## config.mk

```make
export PLATFORM = sky130hd
export DESIGN_NAME = xor_share_arbiter
export DESIGN_NICKNAME = d
export VERILOG_FILES = /design/src/rtl/xor_share_arbiter.sv
export SDC_FILE = /design/constraint.sdc
export NUM_CORES = 1
export LEC_CHECK = 0
export ABC_AREA = 1
export ABC_CLOCK_PERIOD_IN_PS = 3100
export BUFFER_PORTS_ARGS = -buffer_cell sky130_fd_sc_hd__buf_2
export CORE_MARGIN = 1
export CORE_UTILIZATION = 52
export DETAILED_ROUTE_END_ITERATION = 10
export HOLD_SLACK_MARGIN = 0.08
export PLACE_DENSITY = 0.89
export RECOVER_POWER = 25
export SLEW_MARGIN = 40
export SYNTH_ARGS = -nofsm -noshare
export SYNTH_HDL_FRONTEND = slang
export SYNTH_SLANG_ARGS = --single-unit
```

## constraint.sdc

```tcl
create_clock -name clk -period 3.1 [get_ports clk]
set_input_delay 0.155 -clock clk [delete_from_list [all_inputs] [get_ports clk]]
set_output_delay 0.155 -clock clk [all_outputs]
set_load 0.02 [all_outputs]
```

## src/rtl/xor_share_arbiter.sv

```systemverilog
// Shares one combinational XOR unit among NREQ requesters: arbitrate, drive a/b, capture, respond.
// Optional build macro XOR_ARB_FIXED_PRIO_EN selects fixed lowest-index priority instead of round-robin.
module xor_share_arbiter #(
    parameter int N    = 2,
    parameter int NREQ = 4,
    localparam int IW  = $clog2(NREQ)
) (
    input  logic              clk,
    input  logic              rst_n,
    input  logic [NREQ-1:0]   req_valid,
    output logic [NREQ-1:0]   req_ready,
    input  logic [NREQ*N-1:0] req_a,
    input  logic [NREQ*N-1:0] req_b,
    output logic [N-1:0]      xor_a,
    output logic [N-1:0]      xor_b,
    input  logic [N-1:0]      xor_out,
    output logic              rsp_valid,
    output logic [IW-1:0]     rsp_id,
    output logic [N-1:0]      rsp_data,
    input  logic              rsp_ready
);

    typedef enum logic [1:0] {IDLE, EXEC, RESP} state_t;
    state_t state;

    logic [N-1:0]  a_sl [NREQ];
    logic [N-1:0]  b_sl [NREQ];
    logic [IW-1:0] grant;
    logic          grant_vld;

    for (genvar i = 0; i < NREQ; i++) begin : g_slice
        assign a_sl[i] = req_a[i*N +: N];
        assign b_sl[i] = req_b[i*N +: N];
    end

`ifdef XOR_ARB_FIXED_PRIO_EN
    // Scan high to low so the lowest valid index wins.
    always_comb begin
        grant     = '0;
        grant_vld = 1'b0;
        for (int k = NREQ - 1; k >= 0; k--) begin
            if (req_valid[k]) begin
                grant     = IW'(k);
                grant_vld = 1'b1;
            end
        end
    end
`else
    logic [IW-1:0] ptr;
    logic [IW:0]   sum;
    logic [IW-1:0] idx;

    // Search ptr, ptr+1, ... with wrap; first valid requester wins.
    always_comb begin
        grant     = '0;
        grant_vld = 1'b0;
        sum       = '0;
        idx       = '0;
        for (int k = 0; k < NREQ; k++) begin
            sum = {1'b0, ptr} + (IW+1)'(k);
            if (sum >= (IW+1)'(NREQ))
                sum = sum - (IW+1)'(NREQ);
            idx = sum[IW-1:0];
            if (!grant_vld && req_valid[idx]) begin
                grant     = idx;
                grant_vld = 1'b1;
            end
        end
    end
`endif

    // Gated by rst_n so ready is forced low while reset is held.
    always_comb begin
        req_ready = '0;
        if (rst_n && state == IDLE && grant_vld)
            req_ready[grant] = 1'b1;
    end

    always_ff @(posedge clk or negedge rst_n) begin
        if (!rst_n) begin
            state     <= IDLE;
            xor_a     <= '0;
            xor_b     <= '0;
            rsp_valid <= 1'b0;
            rsp_id    <= '0;
            rsp_data  <= '0;
`ifndef XOR_ARB_FIXED_PRIO_EN
            ptr       <= '0;
`endif
        end else begin
            case (state)
                IDLE: begin
                    if (grant_vld) begin
                        xor_a  <= a_sl[grant];
                        xor_b  <= b_sl[grant];
                        rsp_id <= grant;
`ifndef XOR_ARB_FIXED_PRIO_EN
                        ptr    <= (grant == IW'(NREQ - 1)) ? '0 : grant + 1'b1;
`endif
                        state  <= EXEC;
                    end
                end
                EXEC: begin
                    rsp_data  <= xor_out;
                    rsp_valid <= 1'b1;
                    state     <= RESP;
                end
                RESP: begin
                    if (rsp_ready) begin
                        rsp_valid <= 1'b0;
                        state     <= IDLE;
                    end
                end
                default: state <= IDLE;
            endcase
        end
    end

endmodule

```

==> metrics.md <==
| Metric | Value |
|---|---|
| Reg2reg end | ptr[1]$_DFFE_PN0P_ |
| Syn_area_per_cell | 6.426 um2 |
| Pins Over Slew Limit | 0 |
| Drt pass-1 iters | 4 |
| Final wirelength | 2543 um |
| Worst flop-to-flop path startpoint | ptr[0]$_DFFE_PN0P_ |
| R2R Setup Slk | 0.95 ns |
| CTS clk-pin slew, worst paths | 0.08 ns |
| Max clock buf depth | 2 |
| Top cell by count, worst path | nand2_1 |
| # diodes | 0 |
| Slew @ Worst Pin | 0.7383 ns |
| Syn Nets | 188 |
| Largest family of logic cells by synthesized area | simple AND/OR/NAND/NOR gates |
| Unrepaired setup endpoints after global routing | false |
| DRC | 0 |
| Hold Crit Start | xor_out[1] |
| Setup bufs post-CTS | 0 |
| Drt initial violations | 34 |
| CP peak stage delay | 0.61 ns |
| # fillers | 158 |
| Vias in the first global route | 964 |
| Rel. slew slack | 50.78% |
| Xor/xnor share of the synthesized area | 0% |
| Setup CP Type | register to output pin |
| Sink Count | 13 |
| Worst R2R Path Depth | 11 |
| RD Place Congestion | 0.8639 |
| Status | finished, final reports clean |
| Crit path cell chain | inv_8 -> nand2_1 -> nand3_1 -> nand2_1 -> inv_1 -> nand3_4 -> nand2_1 -> inv_2 -> nand2_1 -> nor3_1 -> buf_2 |
| CP required | 2.94 ns |
| Die area | 0.002185 mm2 |
| Starting Density | 57.78% |
| Most common cell after layout, fill and taps aside | nand2_1 |
| Post-synth EDFFs | 0 |
| Cell total after placement | 221 |
| Post-synth top area cell | dfrtp_1 |
| Startpoint Class | register |
| Pwr Density | 1294 mW/mm2 |
| Global-route wire length before repair | 3877 um |
| Crit-path slowest cell | dfrtp_1 |
| Mapped Area | 0.001041 mm2 |
| Fmax achieved | 0.3921 GHz |
| Final setup violation count | 0 |
| # IOs | 38 |
| Global route overflow | 0 |
| Final period util | 82.28% |
| H-tree depth | 1 |
| Cell variety after synth | 21 |
| Post-CTS Resized | 0 |
| Mapped Cells | 162 |
| WHS | 0.08942 ns |
| # rows | 15 |
| Peak supply drop | 0.8365 mV |
| Die height | 46.74 um |
| Post-Layout Cell Count | 226 |
| Final worst path period need | 2.551 ns |
| Hold Path Sink | rsp_data[1]$_DFFE_PN0P_ |
| Root buffer cell | clkbuf_4 |
| Max_cap viols | 0 |
| Floorplan core area | 0.001802 mm2 |
| Final Hold Violating Endpoints | 0 |
| Min-delay worst type | input port to register |
| Antenna Nets Post-Route | 0 |
| Hold Path Depth | 3 |
| Post-synthesis compound-gate area fraction | 3.966% |
| Leakage | 0.7729 nW |
| Final design area excluding fillers | 0.001261 mm2 |
| Synth-to-layout area growth | 21.15% |
| TritonCTS clock tree | built |
| Post-synth top area share | 31.25% |
| Synth Warn # | 0 |
| Maximum number of pins on one net before global-route repair | 16 |
| Share of cells above drive strength 1 | 27.36% |
| Initial antenna violation count | 0 |
| I/O Buffers | 37 |
| Sequential area share after synthesis | 31.25% |
| Commonest cells after routing, fill and taps aside | 74 x nand2_1, 36 x buf_2, 21 x inv_1 |
| Async SR Flop Fraction | 100.0% |
| Setup crit end kind | output pin |
| Yosys reg bits | 13 |
| Crit-path max FO | 11 |
| Final #Nets | 228 |
| Clock skew | 0.01148 ns |
| CTS Buf Count | 3 |
| DP Wirelength | 2022 um |
| Synth area leaders | dfrtp_1 31%, nand2_1 27%, inv_1 7.6% |
| GR Util All Layers | 24.70% |
| Die X | 46.74 um |
| Synth Area in Adders | 1.202% |
| Mux cell area share after synthesis | 0% |
| Placed cell area | 0.001226 mm2 |
| Synth Area in Simple Gates | 51.20% |
| Final core occ | 70.00% |
| Vias per std cell | 4.982 |
| Setup TNS | 0 ns |
| Worst-skew pair later-pin latency | 0.27 ns |
| Worst path arrival time | 2.40 ns |
| Routed via count | 1126 |
| Drt wl/cell | 11.25 um |
| Main synth FF type | dfrtp_1 |
final cells by class:
cell class / instances / area, um2 / area share (%)
inverters: 24 / 97.59 / 7.738
multi-input cells: 122 / 586.8 / 46.53
clock buffers: 4 / 26.28 / 2.083
well taps: 25 / 31.28 / 2.480
flip-flops and latches: 13 / 325.3 / 25.79
repair buffers: 38 / 193.9 / 15.38
report_power, final:
group          leakage, nW  switching [W]  internal [W]
logic                0.599       0.000827      0.000374
registers            0.159      0.0000722      0.000259
clock network       0.0150      0.0000508     0.0000497
total                0.773       0.000950      0.000682
worst max-delay path by stage:
| stage | start | end | slack [ns] | cells past startpoint |
|---|---|---|---|---|
| floorplan | ptr[0]$_DFFE_PN0P_ | req_ready[3] | 1.15 | 11 |
| global placement | ptr[0]$_DFFE_PN0P_ | req_ready[3] | 0.93 | 11 |
| detailed placement | ptr[0]$_DFFE_PN0P_ | req_ready[1] | 0.90 | 14 |
| CTS | ptr[0]$_DFFE_PN0P_ | req_ready[1] | 0.60 | 14 |
| global route | ptr[0]$_DFFE_PN0P_ | req_ready[3] | 0.33 | 11 |
| finish | ptr[0]$_DFFE_PN0P_ | req_ready[3] | 0.55 | 11 |
cells by family after synthesis:
group,Yosys count
compound gates,8
flops,13
simple gates,113
fa+ha+maj,1
buf+inv,27
critical path, delay by kind of cell (launching register included):
| kind | cells | cell delay, ns |
|---|---|---|
| buffers and inverters | 4 | 0.57 |
| flip-flops | 1 | 0.61 |
| AND/OR/NAND/NOR | 7 | 0.94 |
sequential cells by signal, summed over array words and instances (netlist names):
register	cells
rsp_id	2
rsp_data	2
xor_b	2
ptr	2
rsp_valid	1
state	2
xor_a	2
stage by stage:
step / power (W) / worst slack [ns]
2_1_floorplan: 0.001299 / 1.151
5_1_grt: 0.001770 / 0.3296
6_report: 0.001633 / 0.5493
4_1_cts: 0.001627 / 0.5953
3_3_place_gp: 0.001467 / 0.9329
3_5_place_dp: 0.001521 / 0.8998
routing by layer:
layer / vias to the layer above / part of all wire [%] / track usage, %
met2: 43 / 52 / 45.56
met3: 2 / 4.4 / 1.538
met5: - / 0 / 0
met1: 499 / 43 / 31.13
li1: 582 / - / -
met4: 0 / 0.39 / 6.857
cell usage after synthesis (2+ instances only):
cell type	instances
dfrtp_1	13
inv_1	21
inv_2	2
nand2_1	74
nand2_2	7
nand3_1	11
nand3_4	2
nand4_1	8
nor2_1	6
nor2_4	2
o21ai_0	6
what timing repair did:
action	in CTS	in global routing
endpoints found under the setup margin	0	0
hold endpoints to repair	13	0
hold buffers	1	0
Power figures use the tool's default switching activity.
